**src/rtl/seg7_display_pkg.sv**
```systemverilog
// Shared types and constants for the 7-segment display controller:
// FSM state encoding, active-low glyph table and the all-segments-off code.
package seg7_display_pkg;

    typedef enum logic {
        IDLE    = 1'b0,
        PENDING = 1'b1
    } seg7_state_t;

    // Active-low {dp,g,f,e,d,c,b,a}; dp is off in every entry.
    localparam logic [7:0] SEG_LUT [0:15] = '{
        8'hC0, 8'hF9, 8'hA4, 8'hB0, 8'h99, 8'h92, 8'h82, 8'hF8,
        8'h80, 8'h90, 8'h88, 8'h83, 8'hC6, 8'hA1, 8'h86, 8'h8E
    };

    localparam logic [7:0] BLANK_CODE = 8'hFF;

endpackage

```
**src/rtl/seg7_hex_decoder.sv**
```systemverilog
// Combinational nibble-to-segment decoder for one digit (active-low).
// A blanked digit keeps its decimal point under control of dp.
module seg7_hex_decoder
    import seg7_display_pkg::*;
(
    input  logic [3:0] nibble,
    input  logic       dp,
    input  logic       blank,
    output logic [7:0] code
);

    logic [7:0] glyph;

    assign glyph = blank ? BLANK_CODE : SEG_LUT[nibble];
    assign code  = {~dp, glyph[6:0]};

endmodule

```
**src/rtl/seg7_display_ctrl.sv**
```systemverilog
// Multi-digit 7-segment controller: shadowed content with tear-free commit at
// PWM frame boundaries, PWM brightness, leading-zero blanking and per-digit blink.
module seg7_display_ctrl
    import seg7_display_pkg::*;
#(
    parameter int NUM_DIGITS  = 6,
    parameter int CLK_FREQ_HZ = 50_000_000,
    parameter int BLINK_HZ    = 2,
    parameter int PWM_BITS    = 4
) (
    input  logic                      CLK,
    input  logic                      RST,
    input  logic                      LOAD_VALID,
    output logic                      LOAD_READY,
    input  logic [4*NUM_DIGITS-1:0]   VALUE,
    input  logic [NUM_DIGITS-1:0]     DP,
    input  logic                      BLANK_LZ,
    input  logic [NUM_DIGITS-1:0]     BLINK_MASK,
    input  logic [PWM_BITS-1:0]       BRIGHTNESS,
    output logic [8*NUM_DIGITS-1:0]   HEX
);

    localparam int BLINK_HALF = CLK_FREQ_HZ / (2 * BLINK_HZ);
    localparam int PRESC_W    = (BLINK_HALF > 1) ? $clog2(BLINK_HALF) : 1;
    localparam logic [PRESC_W-1:0]  PRESC_LAST = PRESC_W'(BLINK_HALF - 1);
    localparam logic [PWM_BITS-1:0] PWM_MAX    = {PWM_BITS{1'b1}};

    if (NUM_DIGITS < 1 || NUM_DIGITS > 8) begin : g_bad_num_digits
        $error("seg7_display_ctrl: NUM_DIGITS must be in 1..8");
    end
    if (CLK_FREQ_HZ < 2 * BLINK_HZ) begin : g_bad_blink_rate
        $error("seg7_display_ctrl: CLK_FREQ_HZ must be >= 2*BLINK_HZ");
    end

    seg7_state_t                state_reg, state_next;
    logic [PWM_BITS-1:0]        pwm_cnt_reg;
    logic [PRESC_W-1:0]         presc_reg;
    logic                       blink_phase_reg;

    logic [4*NUM_DIGITS-1:0]    shadow_value_reg, active_value_reg;
    logic [NUM_DIGITS-1:0]      shadow_dp_reg, active_dp_reg;
    logic [NUM_DIGITS-1:0]      shadow_blink_reg, active_blink_reg;
    logic                       shadow_blank_lz_reg, active_blank_lz_reg;

    logic [8*NUM_DIGITS-1:0]    hex_reg, hex_next;
    logic [NUM_DIGITS-1:0]      blank_vec;
    logic                       lz_run;
    logic                       wrap, shadow_load, commit, lit;

    assign wrap = (pwm_cnt_reg == PWM_MAX);

    always_ff @(posedge CLK or posedge RST) begin
        if (RST) begin
            state_reg <= IDLE;
        end else begin
            state_reg <= state_next;
        end
    end

    // A wrap seen while IDLE does nothing, so a handshake on a wrap cycle
    // naturally commits one full frame later.
    always_comb begin
        state_next  = state_reg;
        LOAD_READY  = 1'b0;
        shadow_load = 1'b0;
        commit      = 1'b0;
        case (state_reg)
            IDLE: begin
                LOAD_READY = 1'b1;
                if (LOAD_VALID) begin
                    shadow_load = 1'b1;
                    state_next  = PENDING;
                end
            end
            PENDING: begin
                if (wrap) begin
                    commit     = 1'b1;
                    state_next = IDLE;
                end
            end
            default: state_next = IDLE;
        endcase
    end

    always_ff @(posedge CLK or posedge RST) begin
        if (RST) begin
            pwm_cnt_reg         <= '0;
            presc_reg           <= '0;
            blink_phase_reg     <= 1'b1;
            shadow_value_reg    <= '0;
            shadow_dp_reg       <= '0;
            shadow_blink_reg    <= '0;
            shadow_blank_lz_reg <= 1'b0;
            active_value_reg    <= '0;
            active_dp_reg       <= '0;
            active_blink_reg    <= '0;
            active_blank_lz_reg <= 1'b0;
            hex_reg             <= {(8*NUM_DIGITS){1'b1}};
        end else begin
            pwm_cnt_reg <= pwm_cnt_reg + 1'b1;
            if (presc_reg == PRESC_LAST) begin
                presc_reg       <= '0;
                blink_phase_reg <= ~blink_phase_reg;
            end else begin
                presc_reg <= presc_reg + 1'b1;
            end
            if (shadow_load) begin
                shadow_value_reg    <= VALUE;
                shadow_dp_reg       <= DP;
                shadow_blink_reg    <= BLINK_MASK;
                shadow_blank_lz_reg <= BLANK_LZ;
            end
            if (commit) begin
                active_value_reg    <= shadow_value_reg;
                active_dp_reg       <= shadow_dp_reg;
                active_blink_reg    <= shadow_blink_reg;
                active_blank_lz_reg <= shadow_blank_lz_reg;
            end
            hex_reg <= hex_next;
        end
    end

    // Blank zeros from the top digit down until the first nonzero nibble.
    always_comb begin
        blank_vec = '0;
        lz_run    = active_blank_lz_reg;
        for (int i = NUM_DIGITS - 1; i >= 1; i--) begin
            lz_run       = lz_run && (active_value_reg[4*i +: 4] == 4'h0);
            blank_vec[i] = lz_run;
        end
    end

    // Full-scale brightness must stay lit even on the counter's last step.
    assign lit = (BRIGHTNESS == PWM_MAX) || (pwm_cnt_reg < BRIGHTNESS);

    genvar gi;
    for (gi = 0; gi < NUM_DIGITS; gi++) begin : g_digit
        logic [7:0] code;

        seg7_hex_decoder u_decoder (
            .nibble (active_value_reg[4*gi +: 4]),
            .dp     (active_dp_reg[gi]),
            .blank  (blank_vec[gi]),
            .code   (code)
        );

        assign hex_next[8*gi +: 8] =
            (lit && !(active_blink_reg[gi] && !blink_phase_reg)) ? code : BLANK_CODE;
    end

    assign HEX = hex_reg;

endmodule

```
**config.mk**
```make
export PLATFORM = sky130hd
export DESIGN_NAME = seg7_display_ctrl
export DESIGN_NICKNAME = d
export VERILOG_FILES = /design/src/rtl/seg7_display_pkg.sv /design/src/rtl/seg7_hex_decoder.sv /design/src/rtl/seg7_display_ctrl.sv
export SDC_FILE = /design/constraint.sdc
export NUM_CORES = 1
export LEC_CHECK = 0
export ABC_AREA = 1
export CAP_MARGIN = 20
export CORE_MARGIN = 5
export CORE_UTILIZATION = 51
export DETAILED_ROUTE_END_ITERATION = 16
export PLACE_DENSITY = 0.86
export RECOVER_POWER = 50
export REMOVE_ABC_BUFFERS = 1
export SETUP_SLACK_MARGIN = 0.3
export SLEW_MARGIN = 25
export SYNTH_ARGS = -nofsm -noshare
export SYNTH_HDL_FRONTEND = slang
export SYNTH_SLANG_ARGS = --single-unit
```
**constraint.sdc**
```tcl
create_clock -name CLK -period 5.6 [get_ports CLK]
set_clock_uncertainty 0.2 [all_clocks]
set_input_delay 1.12 -clock CLK [delete_from_list [all_inputs] [get_ports CLK]]
set_output_delay 1.12 -clock CLK [all_outputs]
set_load 0.005 [all_outputs]
```
# Word level (Yosys, flattened, before mapping)
# Memory sizes are Yosys's and may differ from the RTL's.
# Index checks and enable logic that the tools add are counted.
# op_classes
n_addsub	2
magnitude_cmp	7
eq_ne	3
mux	31
bitwise	14
n_reduce_logical	30
# op_table
cell	count
two-way mux 7 bit	17
two-way mux 8 bit	6
>= comparator 5 bit, second input constant	6
inverter 4 -> 5 bit	6
adder 24 x 1 -> 24 bit, second input constant	1
equality test 24 bit, second input constant	1
two-way mux 24 bit	1
logical NOT 4 bit	5
logical AND 1 bit	17
equality test 4 bit, second input constant	2
inverter 1 bit	8
logical NOT 1 bit	7
two-way mux 1 bit	6
adder 4 x 1 -> 4 bit, second input constant	1
< comparator 4 bit	1
case mux 1 bit (2 select lines)	1
logical OR 1 bit	1
# word_totals
ff_bits	152
rom_bits	768
out_inout_bits	49
n_memories	6
# mem_list
memory	words	width	read_ports	rd_ports_with_merged_regs	write_ports	line	source
(name not given)	16	8	1	0	0	seg7_hex_decoder.sv:14	assign glyph = blank ? BLANK_CODE : SEG_LUT[nibble];
(name not given)	16	8	1	0	0	seg7_hex_decoder.sv:14	
(name not given)	16	8	1	0	0	seg7_hex_decoder.sv:14	
(name not given)	16	8	1	0	0	seg7_hex_decoder.sv:14	
(name not given)	16	8	1	0	0	seg7_hex_decoder.sv:14	
(name not given)	16	8	1	0	0	seg7_hex_decoder.sv:14	

# Logic depth before layout (Yosys ltp)
# logic_depth
word_depth	8
mapped_depth	10
ltp_nobuf	10

# Hierarchy
# Synthesis repeated with hierarchy kept, for this count alone.
# unflattened
cells_unflattened	911
hier_area_um2	8242.9
# by_module_without_submodules
mod	n_inst	cells_each	area_per_inst_um2
seg7_display_ctrl	1	596	6451.2
seg7_hex_decoder at g_digit[2].u_decoder ...	4	52	297.8
seg7_hex_decoder at g_digit[1].u_decoder	1	54	307.8
seg7_hex_decoder at g_digit[0].u_decoder	1	53	292.8

# Worst setup path after synthesis
# No wires, ideal clock.
# synth_timing
path_kind	input -> register
start	input port BRIGHTNESS[3]
end	register hex_reg[0] (netlist: HEX[0])
setup_time_ps	93
arrival_ps	2035
path_slack_ps	3272
stages	7
path_buffers	1
cell_sequence	inv_1 ha_1 a21oi_1 nand2_1 nand2_2 buf_2 nand4_1
# synth_via
elab_chain_len	4
elab_cells_between_ends	5
# synth_lines
element	line	source
from (decl)	seg7_display_ctrl.sv:19	input logic [PWM_BITS-1:0] BRIGHTNESS,
< comparator 4 bit / equality test 4 bit (equally long branches)	seg7_display_ctrl.sv:134	assign lit = (BRIGHTNESS == PWM_MAX) || (pwm_cnt_reg < BRIGHTNESS);
logical OR 1 bit *	seg7_display_ctrl.sv:134	
logical AND 1 bit *	seg7_display_ctrl.sv:148	(lit && !(active_blink_reg[gi] && !blink_phase_reg)) ? code : BLANK_CODE;
two-way mux 8 bit *	seg7_display_ctrl.sv:148	
named net hex_next[0]	seg7_display_ctrl.sv:45	logic [8*NUM_DIGITS-1:0] hex_reg, hex_next;
to (signal assigned)	seg7_display_ctrl.sv:98	hex_reg <= {(8*NUM_DIGITS){1'b1}};
to (signal assigned)	seg7_display_ctrl.sv:119	hex_reg <= hex_next;
to (decl)	seg7_display_ctrl.sv:45	
# Mark *: on every way through the listed nets, which the timed path passes. The rest lies on a longest branch.
# A chain may end at the register's enable or synchronous reset.

# Final worst setup path
# layout_timing
start	register pwm_cnt_reg[1]
end	register active_blink_reg[0]
# layout_via
elab_chain_len	3
# layout_lines
element	line	source
from (decl)	seg7_display_ctrl.sv:36	logic [PWM_BITS-1:0] pwm_cnt_reg;
from (signal assigned)	seg7_display_ctrl.sv:100	pwm_cnt_reg <= pwm_cnt_reg + 1'b1;
equality test 4 bit	seg7_display_ctrl.sv:50	assign wrap = (pwm_cnt_reg == PWM_MAX);
two-way mux 1 bit	seg7_display_ctrl.sv:76	if (wrap) begin
two-way mux 1 bit	seg7_display_ctrl.sv:67	case (state_reg)
to (signal assigned)	seg7_display_ctrl.sv:116	active_blink_reg <= shadow_blink_reg;
to (decl)	seg7_display_ctrl.sv:42	logic [NUM_DIGITS-1:0] shadow_blink_reg, active_blink_reg;
# No other way between the ends.

==> impl_metrics.ini <==
[logic_synthesis]
yosys.cell_count.top_type = nand2_1
async_flop_share_pct = 100.0
mappedNetlistArea_sq_um = 7629
yosys-top-cells-area = dfrtp_1 (34%), dfstp_2 (17%), nand2_1 (7.6%)
ys.warnings.count = 0
post_synth_most_frequent_cells = nand2_1 (154), dfrtp_1 (103), nor2_1 (89), inv_1 (76), nand3_1 (53)
post_synth_xor_area_fraction_pct = 1.837
synth_sequential_area_ratio_pct = 50.66
synth_top_flop_cell = dfrtp_1
simple_gate_fraction_of_synth_area_pct = 22.13
synth_top_family_by_area = simple AND/OR/NAND/NOR gates
synth_compound_area_share_pct = 5.757
synth_top_area_cell = dfrtp_1
yosysUniqueCellTypes = 35
netlist.area_leader.share_pct = 33.79
synthAdderAreaFrac_pct = 6.397
synth-edff-count = 0
synthesis.area_per_instance_sq_um = 9.453
yosys-mux-area-fraction_pct = 7.233
post_synth_inst_count = 807
number_of_synthesized_register_bits = 152

[floorplanning]
die_area_sq_um = 17500
chipHeight_um = 132.3
boundaryPins = 93
rows = 44
core_area_sq_um = 14590
fp.dieW_um = 132.3
initial_utilization_pct = 52.29

[clocking]
clock_latency_ps = 430
clk_pin_slew_ps = 60
post_cts_resize_count = 0
cts.hold.buffers_added = 0
cts-htree-levels = 4
post-cts-setup-buffers = 0
clockRootBuffer = clkbuf_16
max-clock-path-buffers = 2
cts-buffers-inserted = 17
clock_tree_from_tritoncts = yes
cts_num_sinks = 152

[timing]
timing.final.max_slew_violations = 208
timing.fmax_ghz = 0.2937
timing.final.setup_violations = 0
period_needed_ps = 3405
finalHoldViolations = 0
setup_tns_ps = 0
max-slew-margin-rel_pct = -68.12
final_clock_period_utilization_by_the_worst_path_pct = 60.81
worst_slew_pin_slew_ps = 2522
setup_repair_after_global_routing_missed_its_margin = false
setup_slack_ps = 2195

[power]
share_comb_of_total_power_pct = 33.0
seq_power_share_pct = 41.5
cell_internal_pwr_mw = 2.962
power.leakage_nw = 4.171
vdd.ir_drop.worst_uv = 326.6
power.share.clock_pct = 25.5
power.switching_fraction_pct = 32.16
power.density_nw_per_um2 = 474.8
switching_power_mw = 1.404

[detailed_routing]
drtPass1Iterations = 5
route.detailed.drc = 0
number_of_vias_in_the_routed_layout = 5747
detail_route.wl_per_cell_um = 14.29
vias_per_cell = 5.248
antenna_violating_nets_post_route = 0
routed_wirelength_um = 15650
detail_route.iter0.violations = 326

[grt]
grt_pass1_wl_um = 26720
antenna_found_initial = 0
largest_net_degree_at_the_start_of_global_routing = 106
global_route.usage.total_pct = 18.63
first_global_vias = 5553
overflow = 0

[final_layout]
instances_no_fill = 1095
filler_cell_count = 1168
syn_to_final_growth_pct = 20.52
antenna_cells = 0
nets = 981
drive_above_1_share_pct = 16.36
finish.utilization_pct = 63.02
largest_register_ff_count = 48

[status]
violated_checks = capacitance limit, slew limit
run_status = finished, violations left

[placed_design]
io_buffers = 92
dpl.hpwl_um = 11040
dp_worst_setup_slack_ps = 2248
weighted_congestion_reported_at_the_end_of_routability_driven_placement = 0.9184
place_inst = 1063

[worst_setup_path]
path_class = flop to flop
timing.critical_path.slowest_cell_delay_ps = 1790
crit_arrival_ps = 3510
worstSetupStartpointType = flop
required_ps = 5700
cell_with_the_largest_stage_delay_on_the_worst_path = clkbuf_1
cp_max_fo = 62
end_kind = flop
crit_path_cell_trace = ha_1, nand3_1, nor2_4, clkbuf_1, mux2_2

[min_path]
hold_path.class = flop to flop

[job]
max_cap_check_violation_count = 3
-- power groups by stage --
| stage | sequential, mW | combinational [mW] | clock (mW) |
|---|---|---|---|
| 2_1_floorplan | 1.79 | 0.854 | 0 |
| 5_1_grt | 1.86 | 1.63 | 1.18 |
| 3_3_place_gp | 1.81 | 1.39 | 0 |
| 4_1_cts | 1.81 | 1.45 | 1.13 |
| 3_5_place_dp | 1.83 | 1.44 | 0 |
| 6_report | 1.81 | 1.44 | 1.11 |
-- cells by family after synthesis --
group           Yosys count
mux                      49
flops                   152
simple gates            364
fa+ha+maj                39
xor+xnor                 16
buf+inv                 104
compound gates           83
-- through the flow --
step                      area (sq um)  total power, mW  hold WS (ps)
final                             9194            4.366         206.7
after global routing              9194            4.672         223.8
after CTS                         9235            4.395         211.4
after detailed placement          8657            3.263         200.1
after global placement            8657            3.202         183.1
after floorplan                   7476            2.642         171.6
-- cell usage in the layout (no fill, tap or decap), types with 4 or more instances in the layout --
cell type        netlist  routed
xor2_1                11      11
nor2_1                89      92
xnor2_1                5       5
mux2_1                 5       5
clkdlybuf4s50_1        0      90
nand2_1              154     156
dfstp_2               49      49
clkbuf_16              0      17
a31oi_1                4       4
o22ai_1                7       7
ha_1                  39      39
clkinv_2               0       4
mux2_2                44      44
nor3_1                 9      10
inv_1                 76      76
clkbuf_1               2       5
o21ai_0               45      45
nand3_1               53      53
a21oi_1               23      23
nor2_2                10       9
nand4_1               30      30
dfrtp_1              103     103
-- worst max-delay path, delay by kind of cell, from the launching register on --
| family | cells | cell delay (ps) |
|---|---|---|
| buf+inv | 1 | 1790 |
| simple gates | 2 | 250 |
| fa+ha+maj | 1 | 190 |
| mux | 1 | 470 |
| flops | 1 | 370 |
-- area by class of cell --
type	count	area (sq um)	share of cell area, %
Sequential cell	152	3865	42.04
Multi-Input combinational cell	551	3273	35.60
Timing Repair Buffer	95	939.7	10.22
Clock buffer	24	481.7	5.240
Inverter	81	307.8	3.348
Tap cell	184	230.2	2.504
Clock inverter	8	96.34	1.048
-- final timing paths --
| check | cells after the start | slack [ps] | startpoint | to |
|---|---|---|---|---|
| worst max register to register | 5 | 2190 | pwm_cnt_reg[1] | active_blink_reg[0] |
| worst min register to register | 1 | 210 | active_dp_reg[1] | HEX[15] |
| worst min-delay path | 1 | 210 | active_dp_reg[1] | HEX[15] |
| min in group asynchronous | 2 | 1620 | RST | presc_reg[8] |
| max in group asynchronous | 3 | 2340 | RST | HEX[28] |
| worst max-delay path | 5 | 2190 | pwm_cnt_reg[1] | active_blink_reg[0] |
-- metal layers --
metal,vias to the layer above,track usage (%),wire (um)
li1,2833,-,-
met1,2733,23.46,6795
met2,151,31.08,7670
met3,30,4.504,853
met4,0,7.296,330
met5,-,0,0
Power figures use the tool's default switching activity.
